--- config.mk ---
export PLATFORM = sky130hd
export DESIGN_NAME = bsg_print_stat_issuer
export DESIGN_NICKNAME = d
export VERILOG_FILES = /design/src/rtl/bsg_print_stat_issuer_pkg.sv /design/src/rtl/bsg_fifo_1r1w_small.sv /design/src/rtl/bsg_print_stat_issuer.sv
export SDC_FILE = /design/constraint.sdc
export NUM_CORES = 1
export LEC_CHECK = 0
export CAP_MARGIN = 15
export CORE_UTILIZATION = 30
export CTS_CLUSTER_DIAMETER = 50
export DETAILED_ROUTE_END_ITERATION = 10
export PLACE_DENSITY = 0.56
export SKIP_LAST_GASP = 1
export SYNTH_ARGS = -nofsm -noshare
export SYNTH_HDL_FRONTEND = slang
export SYNTH_HIERARCHICAL = 1
export SYNTH_SLANG_ARGS = --single-unit
--- constraint.sdc ---
create_clock -name clk_i -period 4.7 [get_ports clk_i]
set_input_delay 0.94 -clock clk_i [delete_from_list [all_inputs] [get_ports clk_i]]
set_output_delay 0.94 -clock clk_i [all_outputs]
set_load 0.05 [all_outputs]
--- src/rtl/bsg_print_stat_issuer_pkg.sv ---
// Shared definitions for the tile-side print-stat packet issuer.
package bsg_print_stat_issuer_pkg;

  localparam logic [27:0] bsg_print_stat_epa_gp = 28'h000_0D0C;

  typedef enum logic [1:0] {
    eIdle   = 2'b00,
    eSend   = 2'b01,
    eFenced = 2'b10
  } bsg_print_stat_issuer_state_e;

  // Store byte-mask width for a given data width
  function automatic int unsigned bsg_print_stat_mask_width(input int unsigned data_width);
    return data_width / 8;
  endfunction

endpackage

--- src/rtl/bsg_fifo_1r1w_small.sv ---
// Small circular-buffer FIFO; ready depends only on the registered full flag.
module bsg_fifo_1r1w_small #(
  parameter int unsigned width_p = 32,
  parameter int unsigned els_p   = 4
) (
  input  logic               clk_i,
  input  logic               reset_i,
  input  logic               v_i,
  input  logic [width_p-1:0] data_i,
  output logic               ready_o,
  output logic               v_o,
  output logic [width_p-1:0] data_o,
  input  logic               yumi_i
);

  localparam int unsigned ptr_width_lp   = $clog2(els_p);
  localparam int unsigned count_width_lp = $clog2(els_p + 1);

  logic [width_p-1:0]        mem_r [els_p];
  logic [ptr_width_lp-1:0]   wptr_r, rptr_r;
  logic [count_width_lp-1:0] count_r, count_n_s;
  logic                      full_r;
  logic                      enq_s, deq_s;

  // Pointer advance with wrap for non-power-of-two depths
  function automatic logic [ptr_width_lp-1:0] ptr_inc(input logic [ptr_width_lp-1:0] p);
    if (p == ptr_width_lp'(els_p - 1)) begin
      return {ptr_width_lp{1'b0}};
    end else begin
      return p + ptr_width_lp'(1);
    end
  endfunction

  assign enq_s   = v_i & ~full_r;
  assign deq_s   = yumi_i & v_o;
  assign ready_o = ~full_r;
  assign v_o     = (count_r != {count_width_lp{1'b0}});
  assign data_o  = mem_r[rptr_r];

  // Occupancy after this cycle's enqueue/dequeue
  always_comb begin
    count_n_s = count_r;
    if (enq_s & ~deq_s) begin
      count_n_s = count_r + count_width_lp'(1);
    end else if (deq_s & ~enq_s) begin
      count_n_s = count_r - count_width_lp'(1);
    end else begin
      count_n_s = count_r;
    end
  end

  // Pointer, occupancy and full-flag registers
  always_ff @(posedge clk_i) begin
    if (reset_i) begin
      wptr_r  <= {ptr_width_lp{1'b0}};
      rptr_r  <= {ptr_width_lp{1'b0}};
      count_r <= {count_width_lp{1'b0}};
      full_r  <= 1'b0;
    end else begin
      if (enq_s) wptr_r <= ptr_inc(wptr_r);
      if (deq_s) rptr_r <= ptr_inc(rptr_r);
      count_r <= count_n_s;
      full_r  <= (count_n_s == count_width_lp'(els_p));
    end
  end

  // Storage array; contents are don't-care until written
  always_ff @(posedge clk_i) begin
    if (enq_s) mem_r[wptr_r] <= data_i;
  end

endmodule

--- src/rtl/bsg_print_stat_issuer.sv ---
// Buffers stat tags and issues them as credit-limited remote stores to the
// host print-stat EPA, with a fence that drains outstanding credits.
module bsg_print_stat_issuer
  import bsg_print_stat_issuer_pkg::*;
#(
  parameter int unsigned x_cord_width_p    = 7,
  parameter int unsigned y_cord_width_p    = 7,
  parameter int unsigned addr_width_p      = 28,
  parameter int unsigned data_width_p      = 32,
  parameter logic [addr_width_p-1:0] print_stat_epa_p = addr_width_p'(bsg_print_stat_epa_gp),
  parameter int unsigned tag_fifo_els_p    = 4,
  parameter int unsigned max_out_credits_p = 8
) (
  input  logic                                   clk_i,
  input  logic                                   reset_i,
  input  logic                                   tag_v_i,
  input  logic [data_width_p-1:0]                tag_i,
  output logic                                   tag_ready_o,
  input  logic [x_cord_width_p-1:0]              my_x_i,
  input  logic [y_cord_width_p-1:0]              my_y_i,
  input  logic [x_cord_width_p-1:0]              dest_x_i,
  input  logic [y_cord_width_p-1:0]              dest_y_i,
  input  logic                                   fence_i,
  output logic                                   out_v_o,
  output logic [addr_width_p-1:0]                out_addr_o,
  output logic [data_width_p-1:0]                out_data_o,
  output logic [(data_width_p/8)-1:0]            out_mask_o,
  output logic [x_cord_width_p-1:0]              out_src_x_o,
  output logic [y_cord_width_p-1:0]              out_src_y_o,
  output logic [x_cord_width_p-1:0]              out_dest_x_o,
  output logic [y_cord_width_p-1:0]              out_dest_y_o,
  input  logic                                   out_ready_i,
  input  logic                                   credit_v_i,
  output logic [$clog2(max_out_credits_p+1)-1:0] credits_o,
  output logic                                   fence_done_o,
  output logic                                   error_o
);

  localparam int unsigned mask_width_lp   = bsg_print_stat_mask_width(data_width_p);
  localparam int unsigned credit_width_lp = $clog2(max_out_credits_p + 1);
  localparam logic [credit_width_lp-1:0] max_credits_lp = credit_width_lp'(max_out_credits_p);

  bsg_print_stat_issuer_state_e state_r;

  logic                       fifo_v_s, fifo_ready_s;
  logic [data_width_p-1:0]    fifo_data_s;
  logic                       load_s, hs_s, overflow_s;
  logic [credit_width_lp-1:0] credits_r, credits_n_s;

  logic                       out_v_r, fence_done_r, error_r;
  logic [addr_width_p-1:0]    out_addr_r;
  logic [data_width_p-1:0]    out_data_r;
  logic [mask_width_lp-1:0]   out_mask_r;
  logic [x_cord_width_p-1:0]  out_src_x_r, out_dest_x_r;
  logic [y_cord_width_p-1:0]  out_src_y_r, out_dest_y_r;

  bsg_fifo_1r1w_small #(
    .width_p(data_width_p),
    .els_p  (tag_fifo_els_p)
  ) tag_fifo (
    .clk_i  (clk_i),
    .reset_i(reset_i),
    .v_i    (tag_v_i),
    .data_i (tag_i),
    .ready_o(fifo_ready_s),
    .v_o    (fifo_v_s),
    .data_o (fifo_data_s),
    .yumi_i (load_s)
  );

  // Issue decision and credit arithmetic for the current cycle
  always_comb begin
    hs_s        = out_v_r & out_ready_i;
    load_s      = 1'b0;
    overflow_s  = 1'b0;
    credits_n_s = credits_r;
    case (state_r)
      eIdle:   load_s = fifo_v_s & ~fence_i & (credits_r != {credit_width_lp{1'b0}});
      // Back-to-back reload must leave a credit for itself after this handshake
      eSend:   load_s = hs_s & fifo_v_s & ~fence_i & (credits_r > credit_width_lp'(1));
      eFenced: load_s = 1'b0;
      default: load_s = 1'b0;
    endcase
    if (hs_s & ~credit_v_i) begin
      credits_n_s = credits_r - credit_width_lp'(1);
    end else if (~hs_s & credit_v_i) begin
      if (credits_r == max_credits_lp) begin
        overflow_s = 1'b1;
      end else begin
        credits_n_s = credits_r + credit_width_lp'(1);
      end
    end else begin
      credits_n_s = credits_r;
    end
  end

  // Issuer FSM, output packet register, credit counter and status flags
  always_ff @(posedge clk_i) begin
    if (reset_i) begin
      state_r      <= eIdle;
      out_v_r      <= 1'b0;
      out_addr_r   <= {addr_width_p{1'b0}};
      out_data_r   <= {data_width_p{1'b0}};
      out_mask_r   <= {mask_width_lp{1'b0}};
      out_src_x_r  <= {x_cord_width_p{1'b0}};
      out_src_y_r  <= {y_cord_width_p{1'b0}};
      out_dest_x_r <= {x_cord_width_p{1'b0}};
      out_dest_y_r <= {y_cord_width_p{1'b0}};
      credits_r    <= max_credits_lp;
      fence_done_r <= 1'b0;
      error_r      <= 1'b0;
    end else begin
      credits_r    <= credits_n_s;
      error_r      <= error_r | overflow_s;
      fence_done_r <= (state_r == eFenced) & fence_i & ~fifo_v_s & (credits_r == max_credits_lp);
      if (load_s) begin
        out_addr_r   <= print_stat_epa_p;
        out_data_r   <= fifo_data_s;
        out_mask_r   <= {mask_width_lp{1'b1}};
        out_src_x_r  <= my_x_i;
        out_src_y_r  <= my_y_i;
        out_dest_x_r <= dest_x_i;
        out_dest_y_r <= dest_y_i;
      end
      case (state_r)
        eIdle: begin
          if (fence_i) begin
            state_r <= eFenced;
          end else if (load_s) begin
            state_r <= eSend;
            out_v_r <= 1'b1;
          end
        end
        eSend: begin
          if (hs_s & ~load_s) begin
            state_r <= eIdle;
            out_v_r <= 1'b0;
          end
        end
        eFenced: begin
          if (~fence_i) state_r <= eIdle;
        end
        default: begin
          state_r <= eIdle;
          out_v_r <= 1'b0;
        end
      endcase
    end
  end

  assign tag_ready_o  = fifo_ready_s;
  assign out_v_o      = out_v_r;
  assign out_addr_o   = out_addr_r;
  assign out_data_o   = out_data_r;
  assign out_mask_o   = out_mask_r;
  assign out_src_x_o  = out_src_x_r;
  assign out_src_y_o  = out_src_y_r;
  assign out_dest_x_o = out_dest_x_r;
  assign out_dest_y_o = out_dest_y_r;
  assign credits_o    = credits_r;
  assign fence_done_o = fence_done_r;
  assign error_o      = error_r;

endmodule

==> summary.txt <==
GRT
  • Total grt overflow: 0
  • GR peak layer: met2
  • Vias in the first global route: 4,871
  • Largest net degree at the start of global routing: 85
  • First-pass GRT wire length: 26,610 µm
  • M2 GR Usage: 18.89%
  • Routing usage on met3: 2.568%
  • Gr usage total: 11.65%
  • Initial antenna violation count: 0
  • GR Util met1: 15.63%

Drt
  • Routed len/inst: 15.23 µm
  • DR pass1 iterations: 4
  • Final antenna-violating net count: 0
  • Via count: 4,792
  • Vias per cell: 4.305
  • Routed WL: 16,950 µm
  • DRC viols: 0
  • Initial drt markers: 276

Pwr
  • Clock Power Share: 36.6%
  • Static leakage: 3.685 nW
  • P_int: 3.746 mW
  • Logic gate share of total power: 22.3%
  • Worst VDD drop: 0.2226 mV
  • PD cells: 484.4 nW/µm²
  • Share of total power in sequential cells: 41.1%
  • Psw: 1.572 mW
  • Sw frac: 29.56%

Synthesis
  • Post-synthesis compound-gate area fraction: 2.567%
  • Synth Area per Inst: 14.74 µm²
  • Main combinational cell family by area after synthesis: multiplexers
  • Sequential-to-total area share from yosys stat: 63.48%
  • Synth cell types: 50
  • Post-Synthesis Cells: 582
  • XOR/XNOR share of the synthesized area: 0.3063%
  • Post-synth EDFFs: 128
  • Mux cell area share after synthesis: 15.52%
  • Yosys warns: 6
  • Simple-gate portion of the synthesized area: 10.04%
  • Post-synth ARST share: 0%
  • Mapped cell area: 8578 µm²
  • #FFs+latches synth: 208
  • Top_reg_cell synth: edfxtp_1
  • Post-synthesis adder-cell area fraction: 2.042%

Setup path
  • Worst-path maximum fanout: 10
  • Delay-heaviest family, CP: buffers and inverters
  • Crit Path Class: reg -> out
  • Highest-delay cell along the critical path: clkdlybuf4s50_1
  • Req. time, crit path: 3.76 ns
  • Crit path DAT: 1.87 ns
  • Crit-path cells: clkdlybuf4s50_1
  • CP Capture Type: primary output
  • Buf/Inv on CP: 1
  • Worst path max stage delay: 0.87 ns
  • Crit start category: flip-flop

Worst hold path
  • HP Class: reg -> reg

STA
  • Fmax: 0.3561 GHz
  • Max-slew violation count: 0
  • Hold slack: 0.4548 ns
  • Setup TNS: 0 ns
  • Final Critical Period: 2.809 ns
  • Max Clock Skew: 0.01183 ns
  • RSZ-0062 raised after global routing: no
  • Slew @ Worst Pin: 1.030 ns
  • Fin. Hold Viols: 0
  • Period utilization: 59.76%
  • Setup violators final: 0
  • Slew headroom: 31.36%

Status
  • Status: completed

Cells and area
  • Share of cells above drive strength 1: 12.65%
  • Most common cell after layout, fill and taps aside: clkdlybuf4s50_1
  • # diodes: 0
  • Layout Nets: 796
  • Layout fillers: 2,649
  • Layout area overhead: 27.99%
  • Most frequent cells in the layout: clkdlybuf4s50_1 (141), edfxtp_1 (128), dfxtp_1 (78)

Clock tree
  • CTS clock-pin slew for the worst setup and hold paths: 0.06 ns
  • Num CTS Buffers: 25
  • Post-cts resize count: 0
  • Num Clock Sinks: 208
  • Post-CTS setup buffer count: 0
  • Hold_buf cts: 0
  • Root buf cell: clkbuf_16
  • CTS tree: yes
  • Clk_lat worst skew: 0.52 ns
  • Clock Tree Buf Depth: 3
  • H-tree Lvls: 1

Flow run
  • Max-cap violations: 0

Placement
  • Port Buffers: 142
  • Placer Congestion: 0.7609
  • Dpl hpwl: 10,410 µm

Floorplan
  • Initial Util: 30.71%
  • Die width: 171.1 µm
  • DIE AREA: 29,270 µm²
  • Core ar.: 27,930 µm²
  • Row cnt: 61
  • Die Y: 171.1 µm
  • Number of top-level pins: 166
==> worst min-delay path, stage by stage, from the launching register on <==
cell     delay [ns]
dfxtp_1        0.31
nand2_1        0.05
mux2i_1        0.05
==> final cells by class <==
type	count	area, µm²	area share, %
flip-flops and latches	208	5448	49.62
inverters	14	62.56	0.5698
clock inverters	14	170.2	1.550
repair buffers	145	1439	13.11
clock buffers	32	681.9	6.211
well taps	378	473.0	4.308
multi-input cells	322	2705	24.64
==> through the flow <==
step	setup WS, ns	cell area (µm²)	cells	utilization (%)	total power, mW
finish	1.891	10980	1113	39.30	5.319
global route	1.785	10980	1113	39.30	5.563
CTS	1.852	10980	1113	39.30	5.405
detailed placement	1.503	10130	1067	36.25	3.425
global placement	1.541	10130	1067	36.25	3.420
floorplan	2.010	8661	604	-	3.122
==> cells by family (layout without fill, tap and decap cells) <==
group / Yosys count / in the layout
compound gates: 30 / 30
simple gates: 159 / 159
other cells: 1 / 23
fa+ha+maj: 14 / 14
buf+inv: 74 / 205
flops: 208 / 208
mux: 93 / 93
xor+xnor: 3 / 3
==> power by group through the flow <==
stage               clock [mW]  combinational, mW  sequential (mW)
finish                    1.95               1.18             2.19
global placement             0               1.19             2.23
detailed placement           0               1.20             2.23
CTS                       2.01               1.20             2.19
global route              2.09               1.27             2.21
floorplan                    0              0.636             2.49
==> cells in the mapped netlist (4+ instances only) <==
cell / n / share of area (%)
dfxtp_1: 80 / 19
a21oi_1: 8 / 0.47
nand2b_1: 69 / 5.0
mux2i_1: 61 / 7.1
nand2_1: 57 / 2.5
and2_1: 5 / 0.36
buf_4: 31 / 2.7
inv_1: 11 / 0.48
edfxtp_1: 128 / 45
nor2_1: 9 / 0.39
buf_2: 5 / 0.29
mux4_2: 32 / 8.4
nor3_1: 4 / 0.23
clkbuf_1: 15 / 0.66
a211oi_1: 4 / 0.35
buf_12: 6 / 1.4
ha_1: 14 / 2.0
==> worst paths after layout <==
check                     to  slack (ns)  cells past startpoint                start
max            out_mask_o[1]        1.89                      1        out_addr_o[2]
min            out_data_o[5]        0.45                      2        out_data_o[5]
max reg2reg  out_dest_x_o[4]        2.01                      9  tag_fifo/count_r[0]
min reg2reg    out_data_o[5]        0.45                      2        out_data_o[5]
==> registers in the layout, indices dropped and copies added (netlist names), named ones only <==
register	flops
out_addr_o	1
fence_done_o	1
tag_fifo/mem_r	128
out_dest_y_o	7
out_src_x_o	7
error_o	1
out_dest_x_o	7
tag_fifo/wptr_r	2
out_data_o	32
tag_fifo/rptr_r	2
credits_o	4
out_src_y_o	7
tag_fifo/full_r	1
state_r	2
tag_fifo/count_r	3
out_v_o	1
==> per-layer routing <==
layer,part of all wire (%),vias up
met4,2.2,0
met2,45,160
met5,0,-
met3,6.0,21
met1,47,2292
li1,-,2319
No activity file was read; power rests on OpenSTA's default activity.
==> RTL edit 1, RTL diff (same settings) <==
Register the output `error_o` once more, with the module's reset; this adds one clock of latency there. The other outputs are not delayed to match.
--- a/src/rtl/bsg_print_stat_issuer.sv
+++ b/src/rtl/bsg_print_stat_issuer.sv
@@ -159,7 +159,13 @@
   assign out_dest_y_o = out_dest_y_r;
   assign credits_o    = credits_r;
   assign fence_done_o = fence_done_r;
-  assign error_o      = error_r;
+  always_ff @(posedge clk_i) begin
+    if (reset_i) begin
+      error_o <= '0;
+    end else begin
+      error_o <= error_r;
+    end
+  end
 
 endmodule
 
Formal check against the unedited RTL: not equivalent (a bounded check fails within 4 cycles, from zero or initial values and one cycle with reset_i high).
==> RTL edit 1 against the original RTL <==
  * Synthesized area up 1.9%
  * Setup slack got worse by 220 ps
  * Die area grew 1.9%
  * Global-route usage down 0.19 points
  * Routed wire length increased by 1.9%
  * Clock power is 9% higher
  * Cell area up 2.4%
  * Sequential share of layout area down 0.99 points
  * Sequential cell count increased by 1
  * First-iteration DRC count decreased by 16%
  * Power up 4.3%
  * Final cell count up 1.1%
  * Critical path type is now reg2reg
==> RTL edit 1: results (changes against the original RTL) <==
<table>
<tr><th>Metric</th><th>Value</th></tr>
<tr><th colspan="2">Cells and area</th></tr>
<tr><td>Total Nets Final</td><td>800 (+0.50%)</td></tr>
<tr><td>Final-layout fill cell count</td><td>2705 (+2.1%)</td></tr>
<tr><th colspan="2">Setup path</th></tr>
<tr><td>Max FO, Critical Path</td><td>33 (+23)</td></tr>
<tr><td>Critical-path cell with the highest stage delay</td><td>a31o_4</td></tr>
<tr><td>Delay of the slowest cell on the worst path</td><td>540 ps (-330 ps)</td></tr>
<tr><th colspan="2">GRT</th></tr>
<tr><td>Aggregate global-route resource usage</td><td>11.45% (-0.19 points)</td></tr>
<tr><td>Number of global-route vias before repair</td><td>4815 (-1.1%)</td></tr>
<tr><td>Global-route wire length before repair</td><td>27100 um (+1.8%)</td></tr>
<tr><td>Maximum number of pins on one net before global-route repair</td><td>100 (+18%)</td></tr>
<tr><th colspan="2">Clock network</th></tr>
<tr><td>Root Buffer</td><td>clkbuf_16</td></tr>
<tr><td>Clock latency at the later pin of the worst-skew pair</td><td>530 ps</td></tr>
<tr><td>CTS buffer count</td><td>27 (+8.0%)</td></tr>
<tr><th colspan="2">Drt</th></tr>
<tr><td>Total wire length after detailed routing</td><td>17280 um (+1.9%)</td></tr>
<tr><td>Via-to-Cell Ratio</td><td>4.281 (-0.57%)</td></tr>
<tr><td>Number of violations reported at the end of detailed-routing iteration 0</td><td>233 (-16%)</td></tr>
<tr><td>TritonRoute pass-1 iters</td><td>5 (+1)</td></tr>
<tr><td>Routed wirelength normalized by instance count</td><td>15.36 um (+0.83%)</td></tr>
<tr><th colspan="2">Timing</th></tr>
<tr><td>Largest clock skew in the final design</td><td>17.33 ps (+5.504 ps)</td></tr>
<tr><td>Worst-Margin Slew</td><td>983.9 ps (-45.73 ps)</td></tr>
<tr><th colspan="2">Placed design</th></tr>
<tr><td>Final HPWL from detailed placement</td><td>10280 um (-1.3%)</td></tr>
<tr><td>Gpl congestion</td><td>0.6988 (-8.2%)</td></tr>
<tr><td>Total instance count after detailed placement</td><td>1075 (+0.75%)</td></tr>
<tr><th colspan="2">Logic synthesis</th></tr>
<tr><td>Avg Cell Area, Syn</td><td>14.97 um^2 (+1.5%)</td></tr>
<tr><td>Unique masters post-synth</td><td>48 (-4.0%)</td></tr>
<tr><td>Area contributors post-synth</td><td>edfxtp_1 (44%), dfxtp_1 (19%), nand2b_1 (8.7%), mux4_2 (8.2%), mux2i_1 (7.0%)</td></tr>
<tr><th colspan="2">Pwr</th></tr>
<tr><td>P_leak</td><td>3.766 nW (+2.2%)</td></tr>
<tr><td>Switching pwr</td><td>0.001659 W (+5.5%)</td></tr>
<tr><td>Peak supply drop</td><td>0.0003177 V (+43%)</td></tr>
<tr><th colspan="2">Status</th></tr>
<tr><td>Outcome</td><td>completed</td></tr>
</table>
RTL edit 1: final cells by class:
cell class	count	area [um^2]	share of cell area, %
Clock buffer	28	689.4	6.132
Tap cell	384	480.5	4.273
Clock inverter	22	246.5	2.192
Multi-Input combinational cell	325	2864	25.47
Sequential cell	209	5468	48.63
Timing Repair Buffer	146	1449	12.89
Inverter	11	46.29	0.4118
RTL edit 1: power by group through the flow:
stage | logic (W) | registers [W] | clock network [W]
finish | 0.00123 | 0.00220 | 0.00212
global route | 0.00132 | 0.00222 | 0.00226
CTS | 0.00126 | 0.00220 | 0.00218
detailed placement | 0.00125 | 0.00224 | 0
global placement | 0.00125 | 0.00224 | 0
floorplan | 0.000664 | 0.00251 | 0
RTL edit 1: critical path, delay by kind of cell, from the launching register on:
family	cells	cell delay, ps
buffers and inverters	3	370
AND/OR/NAND/NOR	4	1050
AO/OA/AOI/OAI	3	900
adder cells (fa/ha/maj)	1	200
flip-flops	1	410
RTL edit 1: final timing paths:
check / startpoint / to / slack [ps] / cells past startpoint
setup / recovery: tag_fifo/count_r[0]$_SDFF_PP0_ / tag_fifo/full_r$_SDFF_PP0_ / 1670 / 11
hold / removal: out_dest_x_o[1]$_SDFFE_PP0P_ / out_dest_x_o[1]$_SDFFE_PP0P_ / 470 / 2
setup reg to reg: tag_fifo/count_r[0]$_SDFF_PP0_ / tag_fifo/full_r$_SDFF_PP0_ / 1670 / 11
hold reg to reg: out_dest_x_o[1]$_SDFFE_PP0P_ / out_dest_x_o[1]$_SDFFE_PP0P_ / 470 / 2
RTL edit 1: kinds of logic (layout without fill, tap and decap cells):
| logic type | count (synthesis) | in the layout | share of synthesized area (%) |
|---|---|---|---|
| xor+xnor | 4 | 4 | 0.4008 |
| other cells | 1 | 23 | 0.04291 |
| simple gates | 165 | 165 | 11.83 |
| mux | 93 | 93 | 15.23 |
| flops | 209 | 209 | 62.53 |
| fa+ha+maj | 14 | 14 | 2.004 |
| buf+inv | 72 | 207 | 5.798 |
| compound gates | 26 | 26 | 2.162 |
RTL edit 1: layer usage:
metal	global-route usage (%)	wire, um
met5	0	0
met4	2.913	376
met3	2.529	922
met2	18.55	7855
met1	15.55	8120
RTL edit 1: through the flow:
step           total power [W]  hold slack (ps)  worst slack (ps)  cell area (um^2)
6_report              0.005547            470.0              1671             11240
5_1_grt               0.005800            486.9              1338             11240
4_1_cts               0.005637            472.8              1614             11240
3_5_place_dp          0.003491            461.3              1189             10310
3_3_place_gp          0.003488            458.6              1278             10310
2_1_floorplan         0.003177            429.0              1995              8822
==> RTL edit 2, RTL diff (same settings) <==
Made on the original files. Set the parameter `max_out_credits_p` to 16 (it was 8).
--- a/src/rtl/bsg_print_stat_issuer.sv
+++ b/src/rtl/bsg_print_stat_issuer.sv
@@ -9,7 +9,7 @@
   parameter int unsigned data_width_p      = 32,
   parameter logic [addr_width_p-1:0] print_stat_epa_p = addr_width_p'(bsg_print_stat_epa_gp),
   parameter int unsigned tag_fifo_els_p    = 4,
-  parameter int unsigned max_out_credits_p = 8
+  parameter int unsigned max_out_credits_p = 16
 ) (
   input  logic                                   clk_i,
   input  logic                                   reset_i,
Interface: changed (resized credits_o); port bits go from 166 to 167. No check against the original RTL was run, so the function may have changed too.
==> RTL edit 2 against the original RTL <==
  * Synthesized cell count increased by 1.4%
  * Register-to-register slack got worse by 270 ps
  * Routed wire length increased by 2.4%
  * Core utilization decreased by 0.29 points
  * Via count increased by 3.1%
  * Setup slack got worse by 150 ps
  * Critical path depth increased by 8
  * Non-clock buffer count increased by 1
  * Sequential cell count increased by 1
  * Synthesized area increased by 2.5%
  * Cell area increased by 2.3%
  * First-iteration DRC count decreased by 41%
  * Highest routed layer unchanged
  * Power increased by 0.48%
==> RTL edit 2: results (changes against the original RTL) <==
<table>
<tr><th>Metric</th><th>Value</th></tr>
<tr><th colspan="2">Status</th></tr>
<tr><td>Outcome</td><td>completed</td></tr>
<tr><th colspan="2">Placed design</th></tr>
<tr><td>Post-DP Area</td><td>10360 um^2 (+2.3%)</td></tr>
<tr><td>Gpl congestion</td><td>0.7279 (-4.3%)</td></tr>
<tr><td>Final HPWL from detailed placement</td><td>10250 um (-1.6%)</td></tr>
<tr><th colspan="2">Setup path</th></tr>
<tr><td>Delay of the slowest cell on the worst path</td><td>670 ps (-200 ps)</td></tr>
<tr><td>Critical-path cell with the highest stage delay</td><td>buf_4</td></tr>
<tr><td>Worst reg-to-reg setup slack</td><td>1740 ps (-270 ps)</td></tr>
<tr><td>Worst endpoint data arrival time</td><td>3390 ps (+1520 ps)</td></tr>
<tr><th colspan="2">GRT</th></tr>
<tr><td>Aggregate global-route resource usage</td><td>11.71% (+0.070 points)</td></tr>
<tr><td>Maximum number of pins on one net before global-route repair</td><td>120 (+41%)</td></tr>
<tr><td>Global-route wire length before repair</td><td>27800 um (+4.5%)</td></tr>
<tr><th colspan="2">Cells and area</th></tr>
<tr><td>Number of non-clock inverters in the layout</td><td>12 (-2)</td></tr>
<tr><td>Count of sequential standard cells</td><td>209 (+0.48%)</td></tr>
<tr><td>Storage element area</td><td>5468 um^2 (+0.37%)</td></tr>
<tr><td>Final-layout fill cell count</td><td>2696 (+1.8%)</td></tr>
<tr><td>Total Nets Final</td><td>805 (+1.1%)</td></tr>
<tr><td>Multi-input gates</td><td>330 (+2.5%)</td></tr>
<tr><td>Non-clock buffer contribution to total cell area</td><td>12.93% (-0.18 points)</td></tr>
<tr><td>Non-clock buffer count</td><td>146 (+0.69%)</td></tr>
<tr><td>Fraction of layout cells with a size suffix above 1</td><td>13.02% (+0.37 points)</td></tr>
<tr><th colspan="2">Pwr</th></tr>
<tr><td>Peak supply drop</td><td>0.0002567 V (+15%)</td></tr>
<tr><td>P_leak</td><td>3.751 nW (+1.8%)</td></tr>
<tr><th colspan="2">Logic synthesis</th></tr>
<tr><td>Unique masters post-synth</td><td>52 (+4.0%)</td></tr>
<tr><td>Sequential share of the synthesized area</td><td>62.19% (-1.3 points)</td></tr>
<tr><td>Area contributors post-synth</td><td>edfxtp_1 (44%), dfxtp_1 (18%), nand2b_1 (8.8%), mux4_2 (8.2%), mux2i_1 (6.8%)</td></tr>
<tr><th colspan="2">Timing</th></tr>
<tr><td>Share of the clock period used by the worst path after layout</td><td>62.92% (+3.2 points)</td></tr>
<tr><td>Worst-Margin Slew</td><td>981.0 ps (-48.64 ps)</td></tr>
<tr><th colspan="2">Clock network</th></tr>
<tr><td>CTS buffer count</td><td>26 (+4.0%)</td></tr>
</table>
==> RTL edit 2: cell types whose count changed after synthesis, moves of 2 or more <==
cell / unedited run / this run
nand2_1: 57 / 7
nand2b_1: 69 / 123
nor3b_1: 3 / 1
a211oi_1: 4 / 2
a221oi_1: 0 / 2
==> RTL edit 2: kinds of logic (layout without fill, tap and decap cells) <==
group | count (synthesis) | count (layout) | synth area share, %
flip-flops | 209 | 209 | 62.19
other | 1 | 23 | 0.04267
adder cells (fa/ha/maj) | 14 | 14 | 1.993
multiplexers | 92 | 92 | 15.03
AO/OA/AOI/OAI | 32 | 32 | 2.904
AND/OR/NAND/NOR | 165 | 165 | 11.67
XOR/XNOR | 4 | 4 | 0.3986
buffers and inverters | 73 | 206 | 5.766
==> RTL edit 2: per-layer routing <==
metal  vias up  global-route usage, %  routed length [um]
met1      2406                  15.29                7970
met5         -                      0                   0
met2       156                  19.42                8121
met3        26                  2.836                 959
li1       2351                      -                   -
met4         0                  3.097                 314
==> RTL edit 2: through the flow <==
stage | hold WS (ps) | utilization [%] | std cells | power [W]
finish | 470.5 | 39.01 | 1129 | 0.005344
global placement | 458.0 | 36.01 | 1081 | 0.003451
global route | 491.8 | 39.01 | 1129 | 0.005595
CTS | 475.6 | 39.01 | 1129 | 0.005442
detailed placement | 465.0 | 36.01 | 1081 | 0.003460
floorplan | 454.1 | - | 612 | 0.003153
==> RTL edit 2: report_power, final <==
group / switching, W / internal (W)
registers: 0.000107 / 0.00210
clock network: 0.000752 / 0.00119
logic: 0.000723 / 0.000466
total: 0.00158 / 0.00376
==> RTL edit 2: worst max-delay path, delay by kind of cell (launching register included) <==
family / cells / cell delay, ps
simple gates: 2 / 250
buf+inv: 3 / 860
compound gates: 2 / 860
flops: 1 / 410
fa+ha+maj: 1 / 210
mux: 1 / 260
